### config.mk
export PLATFORM = sky130hd
export DESIGN_NAME = spi_mem_responder
export DESIGN_NICKNAME = d
export VERILOG_FILES = /design/src/rtl/spi_pkg.sv /design/src/rtl/spi_pin_sync.sv /design/src/rtl/spi_mem_responder.sv
export SDC_FILE = /design/constraint.sdc
export NUM_CORES = 1
export LEC_CHECK = 0
export BUFFER_PORTS_ARGS = -buffer_cell sky130_fd_sc_hd__buf_4
export CORE_UTILIZATION = 53
export DETAILED_ROUTE_END_ITERATION = 6
export PLACE_DENSITY = 0.86
export SYNTH_ARGS = -nofsm -noshare
export SYNTH_HDL_FRONTEND = slang
export SYNTH_SLANG_ARGS = --single-unit
### constraint.sdc
create_clock -name clk -period 1.97 [get_ports clk]
set_clock_uncertainty 0.05 [all_clocks]
set_input_delay 0.0985 -clock clk [delete_from_list [all_inputs] [get_ports clk]]
set_output_delay 0.0985 -clock clk [all_outputs]
set_load 0.02 [all_outputs]
### src/rtl/spi_pkg.sv
// Shared constants and state encoding for the SPI memory responder.
// Imported by the responder top level.
package spi_pkg;

  localparam logic [7:0] SPI_CMD_READ   = 8'h03;
  localparam logic [7:0] SPI_CMD_WRITE  = 8'h02;
  localparam int         SPI_ADDR_BYTES = 3;

  typedef enum logic [2:0] {
    ST_IDLE,
    ST_CMD,
    ST_ADDR,
    ST_RD_DATA,
    ST_WR_DATA,
    ST_IGNORE
  } resp_state_e;

endpackage

### src/rtl/spi_pin_sync.sv
// Pad synchronizer with registered-history rise/fall pulse detect.
// All pins pass the same depth so data and clock stay aligned.
module spi_pin_sync #(
  parameter int SYNC_STG = 2,
  parameter bit RST_VAL  = 1'b0
) (
  input  logic clk,
  input  logic rst,
  input  logic d_i,
  output logic q_o,
  output logic rise_o,
  output logic fall_o
);

  logic [SYNC_STG-1:0] sync_q;
  logic                prev_q;

  always_ff @(posedge clk or posedge rst) begin
    if (rst) begin
      sync_q <= {SYNC_STG{RST_VAL}};
      prev_q <= RST_VAL;
    end else begin
      sync_q <= {sync_q[SYNC_STG-2:0], d_i};
      prev_q <= sync_q[SYNC_STG-1];
    end
  end

  assign q_o    = sync_q[SYNC_STG-1];
  assign rise_o = sync_q[SYNC_STG-1] & ~prev_q;
  assign fall_o = ~sync_q[SYNC_STG-1] & prev_q;

endmodule

### src/rtl/spi_mem_responder.sv
// SPI mode-0 target bridging READ/WRITE commands onto a synchronous
// memory port; sclk is oversampled in the clk domain.
module spi_mem_responder
  import spi_pkg::*;
#(
  parameter int ADDR_W   = 24,
  parameter int SYNC_STG = 2
) (
  input  logic              clk,
  input  logic              rst,
  input  logic              sclk,
  input  logic              cs,
  input  logic              mosi,
  output logic              miso,
  output logic              miso_oe,
  output logic [ADDR_W-1:0] mem_addr,
  output logic              mem_rd_en,
  input  logic [7:0]        mem_rdata,
  output logic              mem_wr_en,
  output logic [7:0]        mem_wdata,
  output logic              busy
);

  logic sclk_rise, sclk_fall;
  logic cs_s, cs_fall;
  logic mosi_s;
  logic unused_sclk_q, unused_cs_rise;
  logic unused_mosi_rise, unused_mosi_fall;

  spi_pin_sync #(.SYNC_STG(SYNC_STG), .RST_VAL(1'b0)) u_sclk (
    .clk    (clk),
    .rst    (rst),
    .d_i    (sclk),
    .q_o    (unused_sclk_q),
    .rise_o (sclk_rise),
    .fall_o (sclk_fall)
  );

  // cs idles high, so its history resets high to avoid a false assert.
  spi_pin_sync #(.SYNC_STG(SYNC_STG), .RST_VAL(1'b1)) u_cs (
    .clk    (clk),
    .rst    (rst),
    .d_i    (cs),
    .q_o    (cs_s),
    .rise_o (unused_cs_rise),
    .fall_o (cs_fall)
  );

  spi_pin_sync #(.SYNC_STG(SYNC_STG), .RST_VAL(1'b0)) u_mosi (
    .clk    (clk),
    .rst    (rst),
    .d_i    (mosi),
    .q_o    (mosi_s),
    .rise_o (unused_mosi_rise),
    .fall_o (unused_mosi_fall)
  );

  resp_state_e       state_q, state_d;
  logic [2:0]        bit_cnt_q, bit_cnt_d;
  logic [1:0]        byte_cnt_q, byte_cnt_d;
  logic [7:0]        rx_q, rx_d;
  logic [7:0]        tx_q, tx_d;
  logic [ADDR_W-1:0] addr_q, addr_d;
  logic              is_rd_q, is_rd_d;
  logic              miso_q, miso_d;
  logic              busy_q, busy_d;
  logic              rd_en_q, rd_en_d;
  logic              rd_pend_q, rd_pend_d;
  logic              wr_en_q, wr_en_d;
  logic [7:0]        wdata_q, wdata_d;
  logic [7:0]        rx_bits;

  assign rx_bits = {rx_q[6:0], mosi_s};

  always_ff @(posedge clk or posedge rst) begin
    if (rst) begin
      state_q    <= ST_IDLE;
      bit_cnt_q  <= '0;
      byte_cnt_q <= '0;
      rx_q       <= '0;
      tx_q       <= '0;
      addr_q     <= '0;
      is_rd_q    <= 1'b0;
      miso_q     <= 1'b0;
      busy_q     <= 1'b0;
      rd_en_q    <= 1'b0;
      rd_pend_q  <= 1'b0;
      wr_en_q    <= 1'b0;
      wdata_q    <= '0;
    end else begin
      state_q    <= state_d;
      bit_cnt_q  <= bit_cnt_d;
      byte_cnt_q <= byte_cnt_d;
      rx_q       <= rx_d;
      tx_q       <= tx_d;
      addr_q     <= addr_d;
      is_rd_q    <= is_rd_d;
      miso_q     <= miso_d;
      busy_q     <= busy_d;
      rd_en_q    <= rd_en_d;
      rd_pend_q  <= rd_pend_d;
      wr_en_q    <= wr_en_d;
      wdata_q    <= wdata_d;
    end
  end

  always_comb begin
    state_d    = state_q;
    bit_cnt_d  = bit_cnt_q;
    byte_cnt_d = byte_cnt_q;
    rx_d       = rx_q;
    tx_d       = tx_q;
    addr_d     = addr_q;
    is_rd_d    = is_rd_q;
    miso_d     = miso_q;
    busy_d     = busy_q;
    rd_en_d    = 1'b0;
    rd_pend_d  = rd_en_q;
    wr_en_d    = 1'b0;
    wdata_d    = wdata_q;

    // Memory returns data one clk after the strobe.
    if (rd_pend_q) tx_d = mem_rdata;
    if (wr_en_q) addr_d = addr_q + ADDR_W'(1);

    if (state_q != ST_IDLE && cs_s) begin
      state_d   = ST_IDLE;
      busy_d    = 1'b0;
      miso_d    = 1'b0;
      rd_pend_d = 1'b0;
    end else begin
      unique case (state_q)
        ST_IDLE: begin
          if (cs_fall) begin
            state_d    = ST_CMD;
            bit_cnt_d  = '0;
            byte_cnt_d = '0;
            busy_d     = 1'b1;
            miso_d     = 1'b0;
          end
        end
        ST_CMD: begin
          if (sclk_rise) begin
            rx_d      = rx_bits;
            bit_cnt_d = bit_cnt_q + 3'd1;
            if (bit_cnt_q == 3'd7) begin
              unique case (1'b1)
                (rx_bits == SPI_CMD_READ): begin
                  state_d = ST_ADDR;
                  is_rd_d = 1'b1;
                end
                (rx_bits == SPI_CMD_WRITE): begin
                  state_d = ST_ADDR;
                  is_rd_d = 1'b0;
                end
                default: state_d = ST_IGNORE;
              endcase
            end
          end
        end
        ST_ADDR: begin
          if (sclk_rise) begin
            addr_d    = {addr_q[ADDR_W-2:0], mosi_s};
            bit_cnt_d = bit_cnt_q + 3'd1;
            if (bit_cnt_q == 3'd7) begin
              byte_cnt_d = byte_cnt_q + 2'd1;
              if (byte_cnt_q == 2'(SPI_ADDR_BYTES - 1)) begin
                byte_cnt_d = '0;
                if (is_rd_q) begin
                  rd_en_d = 1'b1;
                  state_d = ST_RD_DATA;
                end else begin
                  state_d = ST_WR_DATA;
                end
              end
            end
          end
        end
        ST_RD_DATA: begin
          if (sclk_fall) begin
            miso_d = tx_q[7];
            tx_d   = {tx_q[6:0], 1'b0};
          end
          if (sclk_rise) begin
            bit_cnt_d = bit_cnt_q + 3'd1;
            if (bit_cnt_q == 3'd7) begin
              addr_d  = addr_q + ADDR_W'(1);
              rd_en_d = 1'b1;
            end
          end
        end
        ST_WR_DATA: begin
          if (sclk_rise) begin
            rx_d      = rx_bits;
            bit_cnt_d = bit_cnt_q + 3'd1;
            if (bit_cnt_q == 3'd7) begin
              wr_en_d = 1'b1;
              wdata_d = rx_bits;
            end
          end
        end
        ST_IGNORE: miso_d = 1'b0;
        default: state_d = ST_IDLE;
      endcase
    end
  end

  assign miso      = miso_q;
  assign miso_oe   = busy_q;
  assign busy      = busy_q;
  assign mem_addr  = addr_q;
  assign mem_rd_en = rd_en_q;
  assign mem_wr_en = wr_en_q;
  assign mem_wdata = wdata_q;

endmodule
-- After elaboration in Yosys (flattened, before gate mapping)
Cells that the tools add are included.
- flip-flop bits (word level): 69
- bits of input ports: 13
- output and inout port bits: 37
- word-level logic and storage cells: 117
- add/subtract/negate cells: 3
- equality and inequality tests: 21
- multiplexer cells: 47
- bitwise logic cells: 7
- reduce and logical (&&, ||, !) cells: 21
- operators with widths (kind ; count):
    24-bit 2-to-1 mux ; 5
    24-bit case mux with 2 select lines ; 1
    3-bit 2-to-1 mux ; 11
    8-bit 2-to-1 mux ; 4
    24-bit by 1-bit adder with 24-bit output (second input constant) ; 1
    3-bit inequality test (second input constant) ; 7
    8-bit by 2-bit equality test with 1-bit output (second input constant) ; 2
    1-bit 2-to-1 mux ; 16
    3-bit case mux with 4 select lines ; 1
    5-bit AND reduction ; 2
    2-bit nonzero test ; 5
    3-bit equality test (second input constant) ; 3
    2-bit 2-to-1 mux ; 4
    4-bit AND reduction ; 2
    7-bit AND reduction ; 1
    3-bit by 2-bit equality test with 1-bit output (second input constant) ; 2
    2-bit inequality test (second input constant) ; 3
    3-bit case mux with 2 select lines ; 1
    3-bit AND reduction ; 2
    2-bit by 1-bit inequality test with 1-bit output (second input constant) ; 2
    1-bit inverter ; 4
    1-bit case mux with 2 select lines ; 2
    2-bit case mux with 2 select lines ; 1
    4-bit nonzero test ; 1
    other kinds (13) ; 16

-- Logic depth before layout (Yosys ltp)
- depth in word-level cells: 7
- depth in mapped cells: 10
- gate-level depth less buffers: 8

-- By module
A second synthesis with hierarchy kept.
- cells, all modules: 499
- area, all modules: 4574.4 µm²
- modules (own cells, without submodules) (module ; times used ; cells an instance ; area each (µm²) ; sequential area each (µm²)):
    spi_mem_responder ; 1 ; 481 ; 4289.1 ; 1526.5
    spi_pin_sync at u_mosi ... ; 2 ; 6 ; 93.8 ; 75.1
    spi_pin_sync at u_cs ; 1 ; 6 ; 97.6 ; 78.8

-- Worst setup path after synthesis
OpenSTA, ideal clock, no wires.
- path kind: reg-to-reg
- from: register bit_cnt_q[0]
- to: register addr_q[7] (netlist: mem_addr[7])
- library setup time: 0.124 ns
- arrival: 1.926 ns
- data required time: 1.796 ns
- slack: -0.130 ns
- cell stages (with the launch flop): 11
- buffers on the path: 2
- period minus slack after synthesis: 2.100 ns
- cells stage by stage: dfrtp_1 -> ha_1 -> ha_1 -> and3b_1 -> buf_4 -> or2_1 -> clkbuf_1 -> nand4_1 -> xor2_1 -> o22ai_1 -> or2_1
- longest elaborated chain between the ends: 5
- RTL lines (element ; line ; text):
    from (decl) ; spi_mem_responder.sv:59 ; logic [2:0] bit_cnt_q, bit_cnt_d;
    from (signal assigned) ; spi_mem_responder.sv:92 ; bit_cnt_q <= bit_cnt_d;
    3-bit equality test ; spi_mem_responder.sv:186 ; if (bit_cnt_q == 3'd7) begin
    24-bit 2-to-1 mux ; spi_mem_responder.sv:186 ;
    24-bit 2-to-1 mux ; spi_mem_responder.sv:184 ; if (sclk_rise) begin
    24-bit case mux with 2 select lines ; spi_mem_responder.sv:132 ; unique case (state_q)
    24-bit 2-to-1 mux ; spi_mem_responder.sv:126 ; if (state_q != ST_IDLE && cs_s) begin
    net addr_d[7] ; spi_mem_responder.sv:63 ; logic [ADDR_W-1:0] addr_q, addr_d;
    to (signal assigned) ; spi_mem_responder.sv:96 ; addr_q <= addr_d;
    to (decl) ; spi_mem_responder.sv:63 ;
The timed path passes the listed nets, and every way through them passes these cells.
A chain may end at the register's enable or synchronous reset.

-- Worst setup path after layout
Same ends and word-level chain as after synthesis.

==> impl_metrics.toml <==
[logic_synthesis]
synth_nets = 484
syn_avg_cell_area_um2 = 9.04
synthTopCellsByCount = "dfrtp_1, nand2_1, o21ai_0, nor2_1"
synth_most_common_cell = "dfrtp_1"
synth_warnings = 0
synth_area_leader_cell = "dfrtp_1"
synth.distinct_cells = 68
synth_seq_cells = 69
synth_area_um2 = 4230
synth_ff_type = "dfrtp_1"
syn_inst = 468
ys_top_cells_by_area = "dfrtp_1, mux2_2, o21ai_0, nand2_1, nor2_1"
async_reset_ff_frac = 1.00
ys_seq_area_frac = 0.409
synth_edf_count = 0
synth.top_cell.area_share = 0.390

[worst_setup_path]
ff2ff_setup_slack_ps = -100
cp_slowest_cell = "dfrtp_1"
reg2reg_from = "bit_cnt_q[0]$_DFFE_PP0P_"
cp_num_cells = 9
worstPathArrival_ps = 2260
path_buf_inv = 1
end_kind = "register"
critPathLaunchType = "register"
cp_cell_sequence = "ha_2, ha_4, and3b_2, buf_4, or2_4, nand4_1, xor2_1, o22ai_1, or2_1"
crit_family = "simple AND/OR/NAND/NOR gates"
r2r_end = "mem_addr[7]$_DFF_PP0_"
cp_max_fo = 5
crit_required_ps = 2160
reg2reg_depth = 9
slowest_delay_ps = 400
timing_worst_setup_path_type = "register to register"
critPathLaunch = "bit_cnt_q[0]$_DFFE_PP0P_"

[die]
die_h_um = 91.3
die_x_um = 91.3
core_region_area_um2 = 7730
io_pins = 50
num_rows = 32
die-area_um2 = 8340
start_util = 0.547

[detailed_routing]
route.detailed.drc = 0
postRouteAntennaNets = 0
drtIter0Drc = 347
met2_length_um = 6240
wl_per_cell_um = 18.3
wl_um = 12300
wl_met3_um = 930
wl_met1_um = 4850
highest_layer = "met4"
routed_via_density = 6.20
num_vias = 4170
drt_pre_antenna_iters = 7

[clocking]
clock_latency_ps = 360
cts_buffers = 9
cts_tree = "yes"
cts_sinks = 69
clk_pin_slew_ps = 80
clockRootBuffer = "clkbuf_8"
clock_path_buffers = 2
htreeDepth = 3

[placed_design]
gp_congestion = 0.916
numPortBuffers = 49
pre_cts_ws_ps = -121
dpl_cell_area_um2 = 5070
post-dp-hpwl_um = 8370

[hold_path]
hold_path_startpoint = "mem_rdata[1]"
hold_path_end = "tx_q[1]$_DFF_PP0_"
hold_depth = 3
hold_class = "input pin to register"

[sta]
rsz0062_at_grt = "true"
worst_slack_ps = -98.3
whs_ps = 11.3
min_period_ps = 2070
hold_viol_final = 0
worst_pin_slew_ps = 563
timing.fmax_mhz = 483
drv_slew = 0
setup_viol = 11
fin_crit_sh = 1.05
slew_headroom = 0.624

[run_status]
violations = "negative setup slack"
status = "finished, violations left"

[final_layout]
final_area_um2 = 5530
drive_gt1_frac = 0.371
n_antenna_cell = 0
fillers = 571
syn2layout_area_growth_pct = 30.8
nets = 582

[flow_run]
drv_cap = 0

[power_and_ir_drop]
powerDensity_nw_per_um2 = 863
ir_drop_mv = 0.792
p_leak_nw = 2.38

[global_route]
grt_pass1_vias = 4048
grt_usage = 0.306
grt_start_max_net_pins = 32
grt-ovfl-total = 0
grt_pass1_wl_um = 20000
antenna_found_initial = 0
power breakdown:
group          switching, mW  internal (mW)  total, mW
Sequential             0.238           1.63       1.87
Clock                  0.593          0.497       1.09
Combinational          0.995          0.824       1.82
Total                   1.83           2.95       4.78
area by class of cell:
cell class	count	area [um^2]	share of cell area
Sequential cell	69	1730	0.313
Clock buffer	10	138	0.0249
Multi-Input combinational cell	352	2440	0.441
Timing Repair Buffer	125	1010	0.183
Inverter	9	33.8	0.00611
Tap cell	102	128	0.0231
Clock inverter	6	46.3	0.00837
worst register-to-register path: cells and delay by family, from the launching register on:
family                     cells  cell delay (ps)
buffers and inverters          1              160
and+or+nand+nor                4              750
DFF                            1              400
AOI/OAI and AO/OA              1               90
xor gates and xnor gates       1              170
adders and majority gates      2              350
through the flow:
stage / TNS (ps) / power (mW) / util / instances
finish: -507 / 4.78 / 0.716 / 673
global route: -2050 / 5.02 / 0.716 / 673
CTS: -457 / 4.66 / 0.693 / 669
detailed placement: -695 / 3.54 / 0.656 / 646
global placement: -105 / 3.45 / 0.656 / 646
floorplan: -248 / 2.93 / - / 468
cells in the final DEF, fill, tap and decap left out, types with 6 or more instances in the layout:
cell type,synthesis,final
a21oi_1,14,13
a21oi_2,8,9
a31oi_1,6,6
buf_4,7,112
clkbuf_8,0,10
dfrtp_1,66,63
inv_1,7,6
mux2_2,18,18
mux2i_1,12,12
nand2_1,49,49
nand3_1,18,17
nand4_1,11,11
nor2_1,35,31
nor2_2,5,7
nor3_1,18,16
o211ai_1,6,6
o21ai_0,37,28
o21ai_1,5,13
o22ai_1,7,6
xnor2_1,10,10
xor2_1,13,13
sequential cells by signal (all words and copies together) (netlist names):
name,count
tx_q,8
u_cs.sync_q,2
mem_rd_en,1
busy,1
mem_wdata,8
u_cs.prev_q,1
mem_addr,24
miso,1
state_q,3
u_sclk.sync_q,2
byte_cnt_q,2
bit_cnt_q,3
u_mosi.sync_q,2
is_rd_q,1
u_sclk.prev_q,1
mem_wr_en,1
rd_pend_q,1
rx_q,7
cells by family after synthesis:
logic type,synth area share
AO/OA/AOI/OAI,0.180
XOR/XNOR,0.0476
adder cells (fa/ha/maj),0.00887
buffers and inverters,0.0550
flip-flops,0.409
multiplexers,0.0763
AND/OR/NAND/NOR,0.223
routing by layer:
metal	up-vias	track usage
met3	34	0.0645
met4	0	0.111
li1	1908	-
met1	2009	0.394
met2	219	0.509
met5	-	0
how the worst max path moves through the flow:
stage,slack (ps),to
6_report,-100,mem_addr[7]$_DFF_PP0_
4_1_cts,-90,mem_addr[19]$_DFF_PP0_
3_3_place_gp,-30,mem_addr[7]$_DFF_PP0_
3_5_place_dp,-120,mem_addr[19]$_DFF_PP0_
2_1_floorplan,-90,mem_addr[19]$_DFF_PP0_
5_1_grt,-220,mem_addr[7]$_DFF_PP0_
repair_timing:
item                                   4_1_cts  5_1_grt
hold buffers                                 5        0
pin swaps                                    5       13
setup buffers                                1        3
endpoints found under the hold margin       27        0
gates cloned                                 1        1
setup endpoints to repair                   19       30
resized for setup                           17       30
(Power assumes the default switching activity.)
